## config.mk

```make
export PLATFORM = sky130hd
export DESIGN_NAME = dac_sample_feeder
export DESIGN_NICKNAME = d
export VERILOG_FILES = /design/src/rtl/dac_feeder_pkg.sv /design/src/rtl/dac_frame_fifo.sv /design/src/rtl/dac_sample_feeder.sv
export SDC_FILE = /design/constraint.sdc
export NUM_CORES = 1
export LEC_CHECK = 0
export ABC_AREA = 1
export BUFFER_PORTS_ARGS = -buffer_cell sky130_fd_sc_hd__buf_2
export CAP_MARGIN = 15
export CORE_ASPECT_RATIO = 0.5
export CORE_MARGIN = 3
export CORE_UTILIZATION = 44
export DETAILED_ROUTE_END_ITERATION = 16
export PLACE_DENSITY_LB_ADDON = 0.2
export SLEW_MARGIN = 15
export SYNTH_ARGS = -nofsm -noshare
export SYNTH_HDL_FRONTEND = slang
export SYNTH_SLANG_ARGS = --single-unit
```

## constraint.sdc

```tcl
create_clock -name clk -period 6.2 [get_ports clk]
set_clock_uncertainty 0.05 [all_clocks]
set_input_delay 0.62 -clock clk [delete_from_list [all_inputs] [get_ports clk]]
set_output_delay 0.62 -clock clk [all_outputs]
set_load 0.005 [all_outputs]
```

## src/rtl/dac_feeder_pkg.sv

```systemverilog
// Shared types for the DAC sample feeder: frame word, midscale constant,
// byte-phase encoding and a frame packing helper.
package dac_feeder_pkg;

   typedef logic [15:0] frame_t;

   localparam frame_t MIDSCALE = 16'h8080;

   typedef enum logic {
      PH_LO,
      PH_HI
   } phase_t;

   // High byte drives the ua[0] DAC, low byte the ua[1] DAC.
   function automatic frame_t pack_frame(
      input logic [7:0] hi,
      input logic [7:0] lo
   );
      return {hi, lo};
   endfunction

endpackage

```

## src/rtl/dac_frame_fifo.sv

```systemverilog
// Synchronous frame FIFO with first-word-fall-through head.
// Depth must be a power of two so the pointers wrap naturally.
module dac_frame_fifo
   import dac_feeder_pkg::*;
#(
   parameter int DEPTH = 8,
   localparam int AW = $clog2(DEPTH),
   localparam int LW = AW + 1
) (
   input  logic          clk,
   input  logic          rst,
   input  logic          push,
   input  frame_t        wr_data,
   input  logic          pop,
   output frame_t        head,
   output logic          full,
   output logic          empty,
   output logic [LW-1:0] level
);

   frame_t mem [DEPTH];

   logic [AW-1:0] wr_ptr;
   logic [AW-1:0] rd_ptr;
   logic          do_push;
   logic          do_pop;

   assign full    = (level == LW'(DEPTH));
   assign empty   = (level == '0);
   assign do_push = push && !full;
   assign do_pop  = pop && !empty;
   assign head    = mem[rd_ptr];

   always_ff @(posedge clk) begin
      if (do_push) begin
         mem[wr_ptr] <= wr_data;
      end
   end

   always_ff @(posedge clk) begin
      if (rst) begin
         wr_ptr <= '0;
         rd_ptr <= '0;
         level  <= '0;
      end else begin
         if (do_push) begin
            wr_ptr <= wr_ptr + 1'b1;
         end
         if (do_pop) begin
            rd_ptr <= rd_ptr + 1'b1;
         end
         unique case ({do_push, do_pop})
            2'b10:   level <= level + 1'b1;
            2'b01:   level <= level - 1'b1;
            default: level <= level;
         endcase
      end
   end

endmodule

```

## src/rtl/dac_sample_feeder.sv

```systemverilog
// Pairs pad bytes into stereo frames and releases one per sample period.
// Define DAC_FEEDER_MUTE_EN to output midscale on underrun instead of holding.
module dac_sample_feeder
   import dac_feeder_pkg::*;
#(
   parameter int CLK_DIV    = 1250,
   parameter int FIFO_DEPTH = 8,
   localparam int LW = $clog2(FIFO_DEPTH) + 1
) (
   input  logic          clk,
   input  logic          rst,
   input  logic          run,
   input  logic [7:0]    in_data,
   input  logic          in_valid,
   output logic          in_ready,
   output logic [15:0]   sample,
   output logic          sample_stb,
   output logic          underrun,
   output logic [LW-1:0] fifo_level
);

   localparam logic [15:0] DIV_LAST = 16'(CLK_DIV - 1);

   phase_t      phase;
   logic [7:0]  lo_hold;
   logic [15:0] div_cnt;
   logic        accept;
   logic        push;
   logic        boundary;
   frame_t      head;
   logic        full;
   logic        empty;

   assign in_ready = (phase == PH_LO) || !full;
   assign accept   = in_valid && in_ready;
   assign push     = accept && (phase == PH_HI);
   assign boundary = run && (div_cnt == DIV_LAST);

   dac_frame_fifo #(
      .DEPTH (FIFO_DEPTH)
   ) u_fifo (
      .clk     (clk),
      .rst     (rst),
      .push    (push),
      .wr_data (pack_frame(in_data, lo_hold)),
      .pop     (boundary),
      .head    (head),
      .full    (full),
      .empty   (empty),
      .level   (fifo_level)
   );

   always_ff @(posedge clk) begin
      if (rst) begin
         phase   <= PH_LO;
         lo_hold <= '0;
      end else if (accept) begin
         unique case (phase)
            PH_LO: begin
               lo_hold <= in_data;
               phase   <= PH_HI;
            end
            PH_HI: begin
               phase <= PH_LO;
            end
            default: phase <= PH_LO;
         endcase
      end
   end

   // Pausing parks the divider so a restart always yields a full period.
   always_ff @(posedge clk) begin
      if (rst) begin
         div_cnt <= '0;
      end else if (!run || boundary) begin
         div_cnt <= '0;
      end else begin
         div_cnt <= div_cnt + 1'b1;
      end
   end

   always_ff @(posedge clk) begin
      if (rst) begin
         sample     <= MIDSCALE;
         sample_stb <= 1'b0;
         underrun   <= 1'b0;
      end else begin
         sample_stb <= boundary;
         underrun   <= boundary && empty;
         if (boundary && !empty) begin
            sample <= head;
         end
`ifdef DAC_FEEDER_MUTE_EN
         else if (boundary) begin
            sample <= MIDSCALE;
         end
`endif
      end
   end

endmodule

```

# After elaboration in Yosys (flattened, before gate mapping)
# Memory sizes are Yosys's and may differ from the RTL's. A register that Yosys moved wholly into a read port is not among the register bits.
# Index checks and enable logic that the tools add are counted.
[op_classes] n_addsub=5 n_eq_ne=4 n_mux=4 bitwise=1 n_reduce_logical=15
[ops] operator="$add A16 B1 Y16 const B" count=1
[ops] operator="$eq A16 B11 Y1 const B" count=1
[ops] operator="$pmux W4 S2" count=1
[ops] operator="$add A3 B1 Y3 const B" count=2
[ops] operator="$logic_and A1 B1 Y1" count=6
[ops] operator="$add A4 B1 Y4 const B" count=1
[ops] operator="$eq A4 B4 Y1 const B" count=1
[ops] operator="$logic_not A4 Y1" count=1
[ops] operator="$sub A4 B1 Y4 const B" count=1
[ops] operator="$logic_not A1 Y1" count=3
[ops] operator="$eq A2 B1 Y1 const B" count=1
[ops] operator="$eq A2 B2 Y1 const B" count=1
[ops] operator="$logic_or A1 B1 Y1" count=2
[ops] operator="$mux W1" count=2
[ops] operator="$pmux W1 S2" count=1
[ops] operator="$reduce_and A2 Y1" count=1
[ops] operator="$reduce_bool A2 Y1" count=1
[ops] operator="$reduce_or A2 Y1" count=1
[ops] operator="$not A1 Y1" count=1
[totals] reg_bits=37 mem_bits_rw=128 out_inout_bits=23 elab_cells=38 mem_count=1
[memory_table] name="u_fifo.mem" words=8 width=16 rd=1 rd_ports_with_merged_regs=1 write_ports=1 line_no="dac_frame_fifo.sv:21" source="frame_t mem [DEPTH];"

# Longest topological paths before layout
[logic_depth] depth_word=8 depth_mapped=15

# Hierarchy
# From an unflattened synthesis, not the netlist that was laid out.
[hier_totals] cells_unflattened=718 hier_area_um2=7582.3
[by_module_without_submodules] module="dac_frame_fifo" n_inst=1 cells_each=457 area_each_um2=5677.9 seq_area_each_um2=4103.9
[by_module_without_submodules] module="dac_sample_feeder" n_inst=1 cells_each=261 area_each_um2=1904.3 seq_area_each_um2=860.8

# Worst setup path before layout
# Ideal clock, no wire load.
[synth_timing] path_type="input port to flip-flop" from="input in_valid" to="memory u_fifo.mem[0][0] (netlist name) (enable)" t_arrival_ns=1.829 path_slack_ns=3.933 stages=3 cell_sequence="nand3_1 or2_2 nor2_1"
[synth_between] elab_chain_cells=5
[synth_rtl] item="start, declared" line_no="dac_sample_feeder.sv:14" source="input logic in_valid,"
[synth_rtl] item="$logic_and A1 B1 Y1" line_no="dac_sample_feeder.sv:35" source="assign accept = in_valid && in_ready;"
[synth_rtl] item="$logic_and A1 B1 Y1" line_no="dac_sample_feeder.sv:36" source="assign push = accept && (phase == PH_HI);"
[synth_rtl] item="$logic_and A1 B1 Y1" line_no="dac_frame_fifo.sv:30" source="assign do_push = push && !full;"
[synth_rtl] item="$mux W1" line_no="dac_frame_fifo.sv:35" source="if (do_push) begin"
[synth_rtl] item="$mux W1 (not written as such)" line_no="dac_frame_fifo.sv:36" source="mem[wr_ptr] <= wr_data;"
[synth_rtl] item="end, declared" line_no="dac_frame_fifo.sv:21"
# Every way passes these cells.

==> reports/metrics.cfg <==
[logic_synthesis]
yosysSeqAreaShare_pct=64.4
synth_seq_cells=181
syn_area_per_cell_um2=9.72
synth_top_area_share_pct=50.5
ys_types=36
yosysTopAreaCell=edfxtp_1
synth_nets=803
ys_warn_count=0
syn-cell-area_um2=7610
netlist_top_cells_area=edfxtp_1, dfxtp_1, nor2_1, nand2_1, o21ai_0
synthCells=783

[timing]
hold_violations=0
finalMaxSlewViolations=0
rsz0062_at_grt=no
max_slew_margin_pct=32.6
setup_ws_ps=3680
tns_ps=0
setup_viol=0
period_share_pct=40.7
max_freq_mhz=397
fin_crit_ps=2520
tightest_slew_ps=1010

[critical_path]
cp-end-kind=flip-flop
required_ps=6470
slowest_stage=inv_2
path_cells=buf_4 -> inv_2 -> o21ai_0 -> nand2_1 -> nand2_1 -> nand2_1 -> nor2_1 -> nor2_1
path_class=reg2reg
critPathMaxFanout=66
max_stage_delay_ps=600
crit_top_cell=nand2_1
worst_setup_path_start_kind=flip-flop
arrival_ps=2790

[placement]
dp_slack_ps=3630
dp_hpwl_um=9780
placedInstanceArea_um2=7960
io_buffers=34
place_congestion=0.773

[detailed_routing]
num_vias=5285
drtAntennaViolNets=0
drtIter0Drc=405
post_drt_wl_per_cell_um=16.0
dr.pass1.iters=5
vias_per_cell=5.00
drc=0
wl_um=16900

[clock_network]
clkSlewWorstSetupHoldPaths_ps=70
cts_resized=0
hold_buffers=0
root_buffer=clkbuf_16
clk_path_buf_depth=2
cts_tree=yes
cts_num_sinks=181
cts_buffers=17
cts_setup_buffers=0
htree_num_levels=4
clk_latency_ps=430

[cells_and_area]
nFillCells=1487
multi_input_area_um2=2330
nets=836
final_area_um2=8520
mostFrequentLayoutCell=nor2_1
regArea_um2=4910
n_antenna_cell=0
drive_above_1_share_pct=11.6
area_delta_synth_final_pct=11.8
final_cell_mix=nor2_1, nand2_1, edfxtp_1

[grt]
antenna_found_initial=0
track_usage_pct=18.5
grt_pass1_vias=4881
grt_max_degree=67
grt_pass1_wl_um=26800
gr-total-overflow=0

[floorplanning]
dieArea_um2=19000
die_w_um=192
core_um2=16600
die_h_um=99.0
std_cell_rows=33
ios=35
start_util_pct=45.8

[pwr]
peakVddDrop_v=0.000180
p_per_area_nw_per_um2=283
p_leak_nw=3.30

[job]
drv_cap=0

[outcome]
status=completed

[hold_path]
hold_class=reg2reg

-- cell usage after synthesis (all sizes together) --
library cell / instances
edfxtp: 128
buf: 22
ha: 7
nor3b: 1
dfxtp: 53
clkinv: 1
inv: 50
and3: 1
nor3: 5
a21oi: 22
nand2: 152
nor4: 1
fa: 1
nor2: 208
nand4: 6
clkbuf: 9
nand3b: 1
nand3: 21
xnor2: 4
xor2: 1
or2: 4
o21ai: 85
-- state kept, by name (all words and copies together) (netlist names) --
| register | count |
|---|---|
| div_cnt | 16 |
| u_fifo.level | 4 |
| sample_stb | 1 |
| phase | 1 |
| sample | 16 |
| lo_hold | 8 |
| underrun | 1 |
| u_fifo.wr_ptr | 3 |
| u_fifo.mem | 128 |
| u_fifo.rd_ptr | 3 |
-- metrics by stage --
stage	std cells	hold slack (ps)	power (mW)	utilization [%]
2_1_floorplan	783	383	1.38	-
4_1_cts	1056	406	2.42	51.2
5_1_grt	1056	429	2.48	51.2
6_report	1056	421	2.41	51.2
3_3_place_gp	1024	400	1.41	47.9
3_5_place_dp	1024	412	1.41	47.9
-- where the power goes --
part / internal, mW / switching, mW
sequential: 1.31 / 0.0139
combinational: 0.0167 / 0.0425
clock: 0.530 / 0.494
-- worst paths after layout --
path                                 startpoint                 endpoint  slack (ps)  cells past startpoint
hold / removal            div_cnt[0]$_SDFF_PP0_    div_cnt[0]$_SDFF_PP0_         420                      1
setup reg to reg  u_fifo.rd_ptr[0]$_SDFFE_PP0P_  sample[14]$_SDFFE_PP0P_        3680                      8
setup / recovery  u_fifo.rd_ptr[0]$_SDFFE_PP0P_  sample[14]$_SDFFE_PP0P_        3680                      8
hold reg to reg           div_cnt[0]$_SDFF_PP0_    div_cnt[0]$_SDFF_PP0_         420                      1
-- per-layer routing --
metal / GRT usage [%] / vias to the layer above / wire, µm
li1: - / 2645 / -
met1: 26.2 / 2511 / 7970
met2: 28.8 / 116 / 7670
met3: 4.51 / 13 / 1120
met4: 4.75 / 0 / 136
met5: 0 / - / 0
-- layout make-up --
type                            instances  share of cell area [%]
Clock inverter                         13                    1.40
Inverter                               51                    2.28
Tap cell                              227                    3.34
Clock buffer                           19                    5.08
Timing Repair Buffer                   45                    2.97
Multi-Input combinational cell        520                    27.3
Sequential cell                       181                    57.6
-- critical path, delay by kind of cell (launching register included) --
| family | cells | cell delay, ps |
|---|---|---|
| buffers and inverters | 2 | 1190 |
| AOI/OAI and AO/OA | 1 | 360 |
| DFF | 1 | 310 |
| and+or+nand+nor | 5 | 460 |
-- kinds of logic after synthesis --
group / Yosys count / share of synthesized area (%)
AND/OR/NAND/NOR: 400 / 21.5
AO/OA/AOI/OAI: 107 / 7.08
adder cells (fa/ha/maj): 8 / 1.41
XOR/XNOR: 5 / 0.575
flip-flops: 181 / 64.4
buffers and inverters: 82 / 5.01
No activity file was read; power rests on OpenSTA's default activity.
